### src/rtl/alu_pkg.sv
`default_nettype none
// ============================================================================
//  Module      : alu_pkg
//  Description : Shared types for the wide ALU: opcode and operand-select
//                enums, FSM state encoding, and flag bit positions.
//  Revision    : 1.0 - initial release
// ============================================================================
package alu_pkg;

    typedef enum logic [3:0] {
        OP_ADD  = 4'h0,
        OP_SUB  = 4'h1,
        OP_MUL  = 4'h2,
        OP_SRL  = 4'h3,
        OP_SLL  = 4'h4,
        OP_ROR  = 4'h5,
        OP_ROL  = 4'h6,
        OP_NOT  = 4'h7,
        OP_AND  = 4'h8,
        OP_OR   = 4'h9,
        OP_XOR  = 4'hA,
        OP_NAND = 4'hB,
        OP_NOR  = 4'hC,
        OP_XNOR = 4'hD,
        OP_INC  = 4'hE,
        OP_DEC  = 4'hF
    } op_e;

    typedef enum logic [1:0] {
        MOVI_REG_B = 2'b00,
        MOVI_MEM   = 2'b01,
        MOVI_IMM   = 2'b10,
        MOVI_ZERO  = 2'b11
    } movi_e;

    typedef enum logic [2:0] {
        IDLE     = 3'd0,
        RES      = 3'd1,
        MUL_BUSY = 3'd2,
        MUL_LO   = 3'd3,
        MUL_HI   = 3'd4
    } state_e;

    // FLAGS layout is {V,C,N,Z}
    localparam int c_FLAG_Z   = 0;
    localparam int c_FLAG_N   = 1;
    localparam int c_FLAG_C   = 2;
    localparam int c_FLAG_V   = 3;
    localparam int c_NUM_FLAGS = 4;

endpackage
`default_nettype wire

### src/rtl/alu_mul_pipe.sv
`default_nettype none
// ============================================================================
//  Module      : alu_mul_pipe
//  Description : Unsigned WIDTH x WIDTH multiplier with MUL_LAT register
//                stages. o_done pulses for one cycle when o_product holds
//                the product of the operands captured with i_start.
//  Revision    : 1.0 - initial release
// ============================================================================
module alu_mul_pipe #(
    parameter int WIDTH   = 32,
    parameter int MUL_LAT = 2
) (
    input  logic               CLK,
    input  logic               RST,
    input  logic               i_start,
    input  logic [WIDTH-1:0]   i_a,
    input  logic [WIDTH-1:0]   i_b,
    output logic               o_done,
    output logic [2*WIDTH-1:0] o_product
);

    logic [MUL_LAT-1:0] r_vld;
    logic [2*WIDTH-1:0] r_prod [MUL_LAT];
    logic [2*WIDTH-1:0] w_a_ext;
    logic [2*WIDTH-1:0] w_b_ext;

    assign w_a_ext = {{WIDTH{1'b0}}, i_a};
    assign w_b_ext = {{WIDTH{1'b0}}, i_b};

    // First stage: multiply the incoming operands when a multiply starts
    always_ff @(posedge CLK) begin
        if (RST) begin
            r_vld[0]  <= 1'b0;
            r_prod[0] <= '0;
        end else begin
            r_vld[0] <= i_start;
            if (i_start) begin
                r_prod[0] <= w_a_ext * w_b_ext;
            end
        end
    end

    // Remaining stages delay product and valid together; retiming spreads the multiply
    for (genvar gi = 1; gi < MUL_LAT; gi++) begin : g_stage
        always_ff @(posedge CLK) begin
            if (RST) begin
                r_vld[gi]  <= 1'b0;
                r_prod[gi] <= '0;
            end else begin
                r_vld[gi]  <= r_vld[gi-1];
                r_prod[gi] <= r_prod[gi-1];
            end
        end
    end

    assign o_done    = r_vld[MUL_LAT-1];
    assign o_product = r_prod[MUL_LAT-1];

endmodule
`default_nettype wire

### src/rtl/alu_wide.sv
`default_nettype none
// ============================================================================
//  Module      : alu_wide
//  Description : WIDTH-bit 16-opcode ALU with operand-B mux, pipelined
//                multiplier delivering two result beats (low, high), and a
//                VLD/ACK output handshake that holds results under
//                backpressure. Define ALU_FLAGS_EN to add the FLAGS port
//                ({V,C,N,Z}) and its flag registers.
//  Revision    : 1.0 - initial release
// ============================================================================
module alu_wide
    import alu_pkg::*;
#(
    parameter int WIDTH   = 32,
    parameter int MUL_LAT = 2
) (
    input  logic             CLK,
    input  logic             RST,
    input  logic             ACT,
    input  logic [3:0]       OP,
    input  logic [1:0]       MOVI,
    input  logic [WIDTH-1:0] REG_A,
    input  logic [WIDTH-1:0] REG_B,
    input  logic [WIDTH-1:0] MEM,
    input  logic [WIDTH-1:0] IMM,
    input  logic             ACK,
    output logic [WIDTH-1:0] DATA,
    output logic             RDY,
    output logic             VLD,
    output logic             LAST
`ifdef ALU_FLAGS_EN
    ,
    output logic [3:0]       FLAGS
`endif
);

    localparam int c_MSB = WIDTH - 1;

    state_e             r_state;
    state_e             w_state_nxt;
    logic [2*WIDTH-1:0] r_out;
    logic [WIDTH-1:0]   w_b;
    logic [WIDTH-1:0]   w_res;
    logic               w_accept;
    logic               w_is_mul;
    logic               w_vld;
    logic               w_mul_done;
    logic [2*WIDTH-1:0] w_mul_prod;

    assign w_accept = ACT && (r_state == IDLE);
    assign w_is_mul = (op_e'(OP) == OP_MUL);

    // Operand-B source select
    always_comb begin
        w_b = '0;
        case (movi_e'(MOVI))
            MOVI_REG_B: w_b = REG_B;
            MOVI_MEM:   w_b = MEM;
            MOVI_IMM:   w_b = IMM;
            default:    w_b = '0;
        endcase
    end

    // Single-cycle result for every opcode except multiply
    always_comb begin
        w_res = '0;
        case (op_e'(OP))
            OP_ADD:  w_res = REG_A + w_b;
            OP_SUB:  w_res = REG_A - w_b;
            OP_SRL:  w_res = {1'b0, w_b[c_MSB:1]};
            OP_SLL:  w_res = {w_b[c_MSB-1:0], 1'b0};
            OP_ROR:  w_res = {w_b[0], w_b[c_MSB:1]};
            OP_ROL:  w_res = {w_b[c_MSB-1:0], w_b[c_MSB]};
            OP_NOT:  w_res = ~w_b;
            OP_AND:  w_res = REG_A & w_b;
            OP_OR:   w_res = REG_A | w_b;
            OP_XOR:  w_res = REG_A ^ w_b;
            OP_NAND: w_res = ~(REG_A & w_b);
            OP_NOR:  w_res = ~(REG_A | w_b);
            OP_XNOR: w_res = ~(REG_A ^ w_b);
            OP_INC:  w_res = w_b + 1'b1;
            OP_DEC:  w_res = w_b - 1'b1;
            default: w_res = '0;
        endcase
    end

    alu_mul_pipe #(
        .WIDTH   (WIDTH),
        .MUL_LAT (MUL_LAT)
    ) u_mul (
        .CLK       (CLK),
        .RST       (RST),
        .i_start   (w_accept && w_is_mul),
        .i_a       (REG_A),
        .i_b       (w_b),
        .o_done    (w_mul_done),
        .o_product (w_mul_prod)
    );

    // State register
    always_ff @(posedge CLK) begin
        if (RST) begin
            r_state <= IDLE;
        end else begin
            r_state <= w_state_nxt;
        end
    end

    // Next-state logic: each result beat advances only on ACK
    always_comb begin
        w_state_nxt = r_state;
        case (r_state)
            IDLE:     if (w_accept) w_state_nxt = w_is_mul ? MUL_BUSY : RES;
            RES:      if (ACK) w_state_nxt = IDLE;
            MUL_BUSY: if (w_mul_done) w_state_nxt = MUL_LO;
            MUL_LO:   if (ACK) w_state_nxt = MUL_HI;
            MUL_HI:   if (ACK) w_state_nxt = IDLE;
            default:  w_state_nxt = IDLE;
        endcase
    end

    // Result holding register; only loaded on accept or product arrival so beats stay stable
    always_ff @(posedge CLK) begin
        if (RST) begin
            r_out <= '0;
        end else if (w_accept && !w_is_mul) begin
            r_out <= {{WIDTH{1'b0}}, w_res};
        end else if ((r_state == MUL_BUSY) && w_mul_done) begin
            r_out <= w_mul_prod;
        end
    end

    // Handshake outputs; RST masks VLD combinationally so no beat leaks in the reset cycle
    always_comb begin
        w_vld = !RST && ((r_state == RES) || (r_state == MUL_LO) || (r_state == MUL_HI));
        VLD   = w_vld;
        RDY   = (r_state == IDLE);
        LAST  = w_vld && ((r_state == RES) || (r_state == MUL_HI));
        DATA  = '0;
        if (w_vld) begin
            DATA = (r_state == MUL_HI) ? r_out[2*WIDTH-1:WIDTH] : r_out[WIDTH-1:0];
        end
    end

`ifdef ALU_FLAGS_EN
    logic [3:0] r_flags;
    logic [3:0] w_flags_op;
    logic [3:0] w_flags_mul;
    logic       w_c;
    logic       w_v;

    // Carry/borrow and signed overflow for the single-cycle opcodes
    always_comb begin
        w_c = 1'b0;
        w_v = 1'b0;
        case (op_e'(OP))
            OP_ADD: begin
                w_c = (REG_A[c_MSB] & w_b[c_MSB]) | ((REG_A[c_MSB] | w_b[c_MSB]) & ~w_res[c_MSB]);
                w_v = (REG_A[c_MSB] == w_b[c_MSB]) && (w_res[c_MSB] != REG_A[c_MSB]);
            end
            OP_SUB: begin
                w_c = (REG_A < w_b);
                w_v = (REG_A[c_MSB] != w_b[c_MSB]) && (w_res[c_MSB] != REG_A[c_MSB]);
            end
            OP_INC: begin
                w_c = &w_b;
                w_v = !w_b[c_MSB] && w_res[c_MSB];
            end
            OP_DEC: begin
                w_c = (w_b == '0);
                w_v = w_b[c_MSB] && !w_res[c_MSB];
            end
            OP_SRL, OP_ROR: w_c = w_b[0];
            OP_SLL, OP_ROL: w_c = w_b[c_MSB];
            default: begin
                w_c = 1'b0;
                w_v = 1'b0;
            end
        endcase
    end

    // Flag vectors for both result paths; a non-zero high half counts as carry and overflow
    always_comb begin
        w_flags_op            = '0;
        w_flags_op[c_FLAG_Z]  = (w_res == '0);
        w_flags_op[c_FLAG_N]  = w_res[c_MSB];
        w_flags_op[c_FLAG_C]  = w_c;
        w_flags_op[c_FLAG_V]  = w_v;
        w_flags_mul           = '0;
        w_flags_mul[c_FLAG_Z] = (w_mul_prod == '0);
        w_flags_mul[c_FLAG_N] = w_mul_prod[2*WIDTH-1];
        w_flags_mul[c_FLAG_C] = (w_mul_prod[2*WIDTH-1:WIDTH] != '0);
        w_flags_mul[c_FLAG_V] = (w_mul_prod[2*WIDTH-1:WIDTH] != '0);
    end

    // Flags load alongside the result and stay put for every beat of the operation
    always_ff @(posedge CLK) begin
        if (RST) begin
            r_flags <= '0;
        end else if (w_accept && !w_is_mul) begin
            r_flags <= w_flags_op;
        end else if ((r_state == MUL_BUSY) && w_mul_done) begin
            r_flags <= w_flags_mul;
        end
    end

    assign FLAGS = r_flags;
`endif

endmodule
`default_nettype wire
### config.mk
export PLATFORM = sky130hd
export DESIGN_NAME = alu_wide
export DESIGN_NICKNAME = d
export VERILOG_FILES = /design/src/rtl/alu_pkg.sv /design/src/rtl/alu_mul_pipe.sv /design/src/rtl/alu_wide.sv
export SDC_FILE = /design/constraint.sdc
export NUM_CORES = 2
export LEC_CHECK = 0
export ABC_AREA = 1
export CELL_PAD_IN_SITES_DETAIL_PLACEMENT = 0
export CELL_PAD_IN_SITES_GLOBAL_PLACEMENT = 1
export CORE_MARGIN = 2
export CORE_UTILIZATION = 30
export CTS_CLUSTER_DIAMETER = 50
export DETAILED_ROUTE_END_ITERATION = 6
export PLACE_DENSITY = 0.64
export SLEW_MARGIN = 10
export SYNTH_ARGS = -nofsm -noshare
export SYNTH_HDL_FRONTEND = slang
export SYNTH_SLANG_ARGS = --single-unit
### constraint.sdc
create_clock -name CLK -period 11.8 [get_ports CLK]
set_clock_uncertainty 0.1 [all_clocks]
set_input_delay 1.18 -clock CLK [delete_from_list [all_inputs] [get_ports CLK]]
set_output_delay 1.18 -clock CLK [all_outputs]
set_load 0.02 [all_outputs]
==> load_flow_metrics.sql <==
INSERT INTO impl_metrics (metric_group, metric, value, unit) VALUES
('setup_path', 'reg2reg_from', 'r_state[0]', ''),
('placement', 'dp_hpwl', '186000', 'um'),
('yosys', 'synth_cell_types', '59', ''),
('yosys', 'synth.top_cells.by_area', 'sky130_fd_sc_hd__fa_1, sky130_fd_sc_hd__inv_1, sky130_fd_sc_hd__nand2_1, sky130_fd_sc_hd__ha_1, sky130_fd_sc_hd__dfxtp_1', ''),
('yosys', 'netlist_area', '50900', 'um^2'),
('die', 'placeableCoreArea', '169000', 'um^2'),
('yosys', 'yosysWarnings', '0', ''),
('worst_hold_path', 'worst_hold_path_type', 'flop to flop', ''),
('placement', 'place.gp.congestion', '0.982', ''),
('route', 'post-route-drc-count', '0', ''),
('global_routing', 'grt_util_all_layers', '0.259', ''),
('worst_hold_path', 'number_of_cells_on_the_worst_hold_path', '2', ''),
('yosys', 'ys_seq_area_frac', '0.0901', ''),
('global_routing', 'number_of_antenna_violations_at_the_first_check_in_global_routing', '8', ''),
('timing', 'slew-limit-headroom', '0.218', ''),
('setup_path', 'crit_path_top_delay_cell', 'sky130_fd_sc_hd__a21oi_1', ''),
('route', 'route.detailed.vias_per_inst', '4.85', ''),
('layout', 'drive_gt1_frac', '0.0421', ''),
('yosys', 'async_flop_share', '0', ''),
('yosys', 'post_synth_inst_count', '7075', ''),
('yosys', 'synth-main-ff-cell', 'sky130_fd_sc_hd__dfxtp_1', ''),
('timing', 'final.min_clock_period', '10.35', 'ns'),
('yosys', 'ys_ff_latch', '197', ''),
('setup_path', 'cp-start-kind', 'primary input', ''),
('route', 'routedWlPerCell', '24.0', 'um'),
('clock_network', 'clock_insertion_delay_worst_skew', '0.51', 'ns'),
('clock_network', 'cts.hold.buffers_added', '0', ''),
('layout', 'antennaDiodeCount', '0', ''),
('placement', 'place.port_buffers', '172', ''),
('die', 'number_of_top_level_pins', '173', ''),
('clock_network', 'cts_max_level', '4', ''),
('global_routing', 'grt_max_degree', '74', ''),
('setup_path', 'cp.required', '11.98', 'ns'),
('die', 'die_area', '173000', 'um^2'),
('worst_hold_path', 'hold_end', 'u_mul.o_done', ''),
('clock_network', 'ctsLongestPathBuffers', '2', ''),
('clock_network', 'cts_made_buffers', '17', ''),
('layout', 'fin_util', '0.330', ''),
('setup_path', 'worst_path_largest_cell_delay', '0.83', 'ns'),
('global_routing', 'grt_overflow', '0', ''),
('global_routing', 'first_global_vias', '47366', ''),
('clock_network', 'clock-root-buffer', 'sky130_fd_sc_hd__clkbuf_16', ''),
('timing', 'timing.fmax', '0.0966', 'GHz'),
('timing', 'finalMaxSlewViolations', '0', ''),
('die', 'initial_core_util', '0.301', ''),
('timing', 'period_utilisation_layout', '0.877', ''),
('setup_path', 'crit_path_end_kind', 'flop', ''),
('clock_network', 'post_cts_buffers', '0', ''),
('die', 'chipHeight', '416', 'um'),
('route', 'drt_pass1_iterations', '6', ''),
('status', 'outcome', 'complete, no violations', ''),
('yosys', 'avgSynthCellArea', '7.19', 'um^2'),
('timing', 'worst-slew-pin-transition', '1.17', 'ns'),
('clock_network', 'clkTransAtPathRegs', '0.10', 'ns'),
('setup_path', 'r2r.worst_path.cells', '12', ''),
('timing', 'rsz0062_at_grt', 'no', ''),
('clock_network', 'cts_num_sinks', '197', ''),
('setup_path', 'timing.critical_path.arrival', '10.53', 'ns'),
('yosys', 'netlist.top_cell.by_area', 'sky130_fd_sc_hd__fa_1', ''),
('placement', 'dp_slack', '0.961', 'ns'),
('clock_network', 'tritoncts', 'yes', ''),
('setup_path', 'crit_type', 'primary input to flop', ''),
('clock_network', 'ctsResizeCount', '0', ''),
('timing', 'finalHoldViolations', '0', ''),
('worst_hold_path', 'hold_path_startpoint', 'u_mul.r_vld[0]', ''),
('route', 'drt_iter0_drc', '3786', ''),
('run', 'cap_violations', '0', ''),
('die', 'floorplan.die.width', '416', 'um'),
('timing', 'finalSetupTns', '0', 'ns'),
('route', 'drt_wl_total', '223000', 'um'),
('layout', 'design.final.nets', '8509', ''),
('setup_path', 'reg2reg_slack', '7.61', 'ns'),
('yosys', 'synth_edf_count', '64', ''),
('timing', 'setup-violations-final', '0', ''),
('route', 'routed-via-count', '45193', ''),
('timing', 'worst_slack', '1.45', 'ns'),
('layout', 'area_growth_syn_to_layout', '9.43', '%'),
('setup_path', 'worst_r2r_endpoint', 'r_out[19]', ''),
('route', 'antenna_violating_nets_post_route', '0', ''),
('yosys', 'yosys.area.top_type_share', '0.353', ''),
('yosys', 'postSynthNetCount', '8502', ''),
('global_routing', 'grt_first_pass_wirelength', '328000', 'um'),
('setup_path', 'worst-path-max-fanout', '22', ''),
('die', 'num_rows', '151', '');
## final cells by class
| class | instances | area (um^2) |
|---|---|---|
| Clock buffer | 18 | 439 |
| Clock inverter | 14 | 190 |
| Fill cell | 18416 | 113000 |
| Inverter | 1898 | 7120 |
| Multi-Input combinational cell | 4661 | 37900 |
| Sequential cell | 197 | 4580 |
| Tap cell | 2218 | 2780 |
| Timing Repair Buffer | 307 | 2640 |
## per-stage QoR
stage	std cells	hold WS (ns)	area, um^2
floorplan	7075	0.288	50900
global placement	9281	0.291	55000
detailed placement	9281	0.301	55000
CTS	9313	0.285	55700
global route	9313	0.316	55700
finish	9313	0.282	55700
## logic make-up (layout without fill, tap and decap cells)
| family | Yosys count | count (layout) | share of synthesized area |
|---|---|---|---|
| AO/OA/AOI/OAI | 761 | 761 | 0.0844 |
| XOR/XNOR | 28 | 28 | 0.00482 |
| adder cells (fa/ha/maj) | 1289 | 1289 | 0.449 |
| buffers and inverters | 2217 | 2237 | 0.166 |
| flip-flops | 197 | 197 | 0.0901 |
| multiplexers | 15 | 15 | 0.00295 |
| AND/OR/NAND/NOR | 2568 | 2568 | 0.202 |
## layout by cell type, fill, tap and decap left out, types with 27 or more instances in the layout
master / synthesis / routed
sky130_fd_sc_hd__a211oi_1: 27 / 27
sky130_fd_sc_hd__a21oi_1: 341 / 340
sky130_fd_sc_hd__buf_2: 58 / 32
sky130_fd_sc_hd__buf_4: 6 / 130
sky130_fd_sc_hd__clkdlybuf4s50_1: 0 / 140
sky130_fd_sc_hd__dfxtp_1: 133 / 133
sky130_fd_sc_hd__edfxtp_1: 64 / 64
sky130_fd_sc_hd__fa_1: 897 / 897
sky130_fd_sc_hd__ha_1: 392 / 392
sky130_fd_sc_hd__inv_1: 1874 / 1874
sky130_fd_sc_hd__nand2_1: 1738 / 1738
sky130_fd_sc_hd__nand3_1: 191 / 190
sky130_fd_sc_hd__nand4_1: 42 / 42
sky130_fd_sc_hd__nor2_1: 484 / 484
sky130_fd_sc_hd__nor3_1: 27 / 27
sky130_fd_sc_hd__o21ai_0: 233 / 232
sky130_fd_sc_hd__o22ai_1: 37 / 37
sky130_fd_sc_hd__or2_2: 25 / 29
## metal layers
| layer | GRT usage | wire length [um] | vias up |
|---|---|---|---|
| met3 | 0.0218 | 11100 | 293 |
| met4 | 0.120 | 12300 | 4 |
| met5 | 0 | 29 | - |
| met1 | 0.340 | 95500 | 22578 |
| li1 | - | - | 20800 |
| met2 | 0.432 | 104000 | 1518 |
## how the worst max path moves through the flow
stage,startpoint,to,slack [ns],cells after the start
floorplan,MOVI[1],u_mul.r_prod[0][63],3.49,36
global placement,MOVI[1],u_mul.r_prod[0][45],0.89,33
detailed placement,MOVI[1],u_mul.r_prod[0][45],0.96,33
CTS,MOVI[1],u_mul.r_prod[0][45],1.47,33
global route,MOVI[0],u_mul.r_prod[0][60],1.16,36
finish,MOVI[1],u_mul.r_prod[0][45],1.45,33
## flip-flops by register name, summed over array words and instances, names as in the netlist
register,flops
r_out,64
r_state,3
u_mul.o_done,1
u_mul.r_prod,128
u_mul.r_vld,1
## cell usage after synthesis, types with 5 or more instances
master	n
sky130_fd_sc_hd__o21ai_0	233
sky130_fd_sc_hd__nand4_1	42
sky130_fd_sc_hd__a22o_1	6
sky130_fd_sc_hd__a21oi_1	341
sky130_fd_sc_hd__o21bai_1	12
sky130_fd_sc_hd__fa_1	897
sky130_fd_sc_hd__nor4_1	15
sky130_fd_sc_hd__buf_2	58
sky130_fd_sc_hd__o211ai_2	5
sky130_fd_sc_hd__a211oi_1	27
sky130_fd_sc_hd__a31o_2	5
sky130_fd_sc_hd__nor3_1	27
sky130_fd_sc_hd__nand3b_1	7
sky130_fd_sc_hd__a21o_1	15
sky130_fd_sc_hd__o2111ai_1	17
sky130_fd_sc_hd__or2_2	25
sky130_fd_sc_hd__nand3_1	191
sky130_fd_sc_hd__nand2_2	5
sky130_fd_sc_hd__dfxtp_1	133
sky130_fd_sc_hd__o21ai_1	9
sky130_fd_sc_hd__nor2_1	484
sky130_fd_sc_hd__buf_4	6
sky130_fd_sc_hd__nor2_2	10
sky130_fd_sc_hd__nand3_2	5
sky130_fd_sc_hd__nand2_1	1738
sky130_fd_sc_hd__inv_2	20
sky130_fd_sc_hd__buf_1	47
sky130_fd_sc_hd__inv_1	1874
sky130_fd_sc_hd__clkbuf_1	205
sky130_fd_sc_hd__xor2_1	21
sky130_fd_sc_hd__o21a_1	11
sky130_fd_sc_hd__o22ai_1	37
sky130_fd_sc_hd__mux2i_1	15
sky130_fd_sc_hd__xnor2_1	7
sky130_fd_sc_hd__edfxtp_1	64
sky130_fd_sc_hd__ha_1	392
sky130_fd_sc_hd__a31oi_1	15
## critical path: cells and delay by family
family,cells,cell delay (ns)
compound gates,3,1.35
fa+ha+maj,9,4.39
simple gates,9,1.39
buf+inv,12,2.15
Power is left out: the tool's default activity adds up to more than one toggle a clock period on the data nets, which glitch-free logic cannot reach.
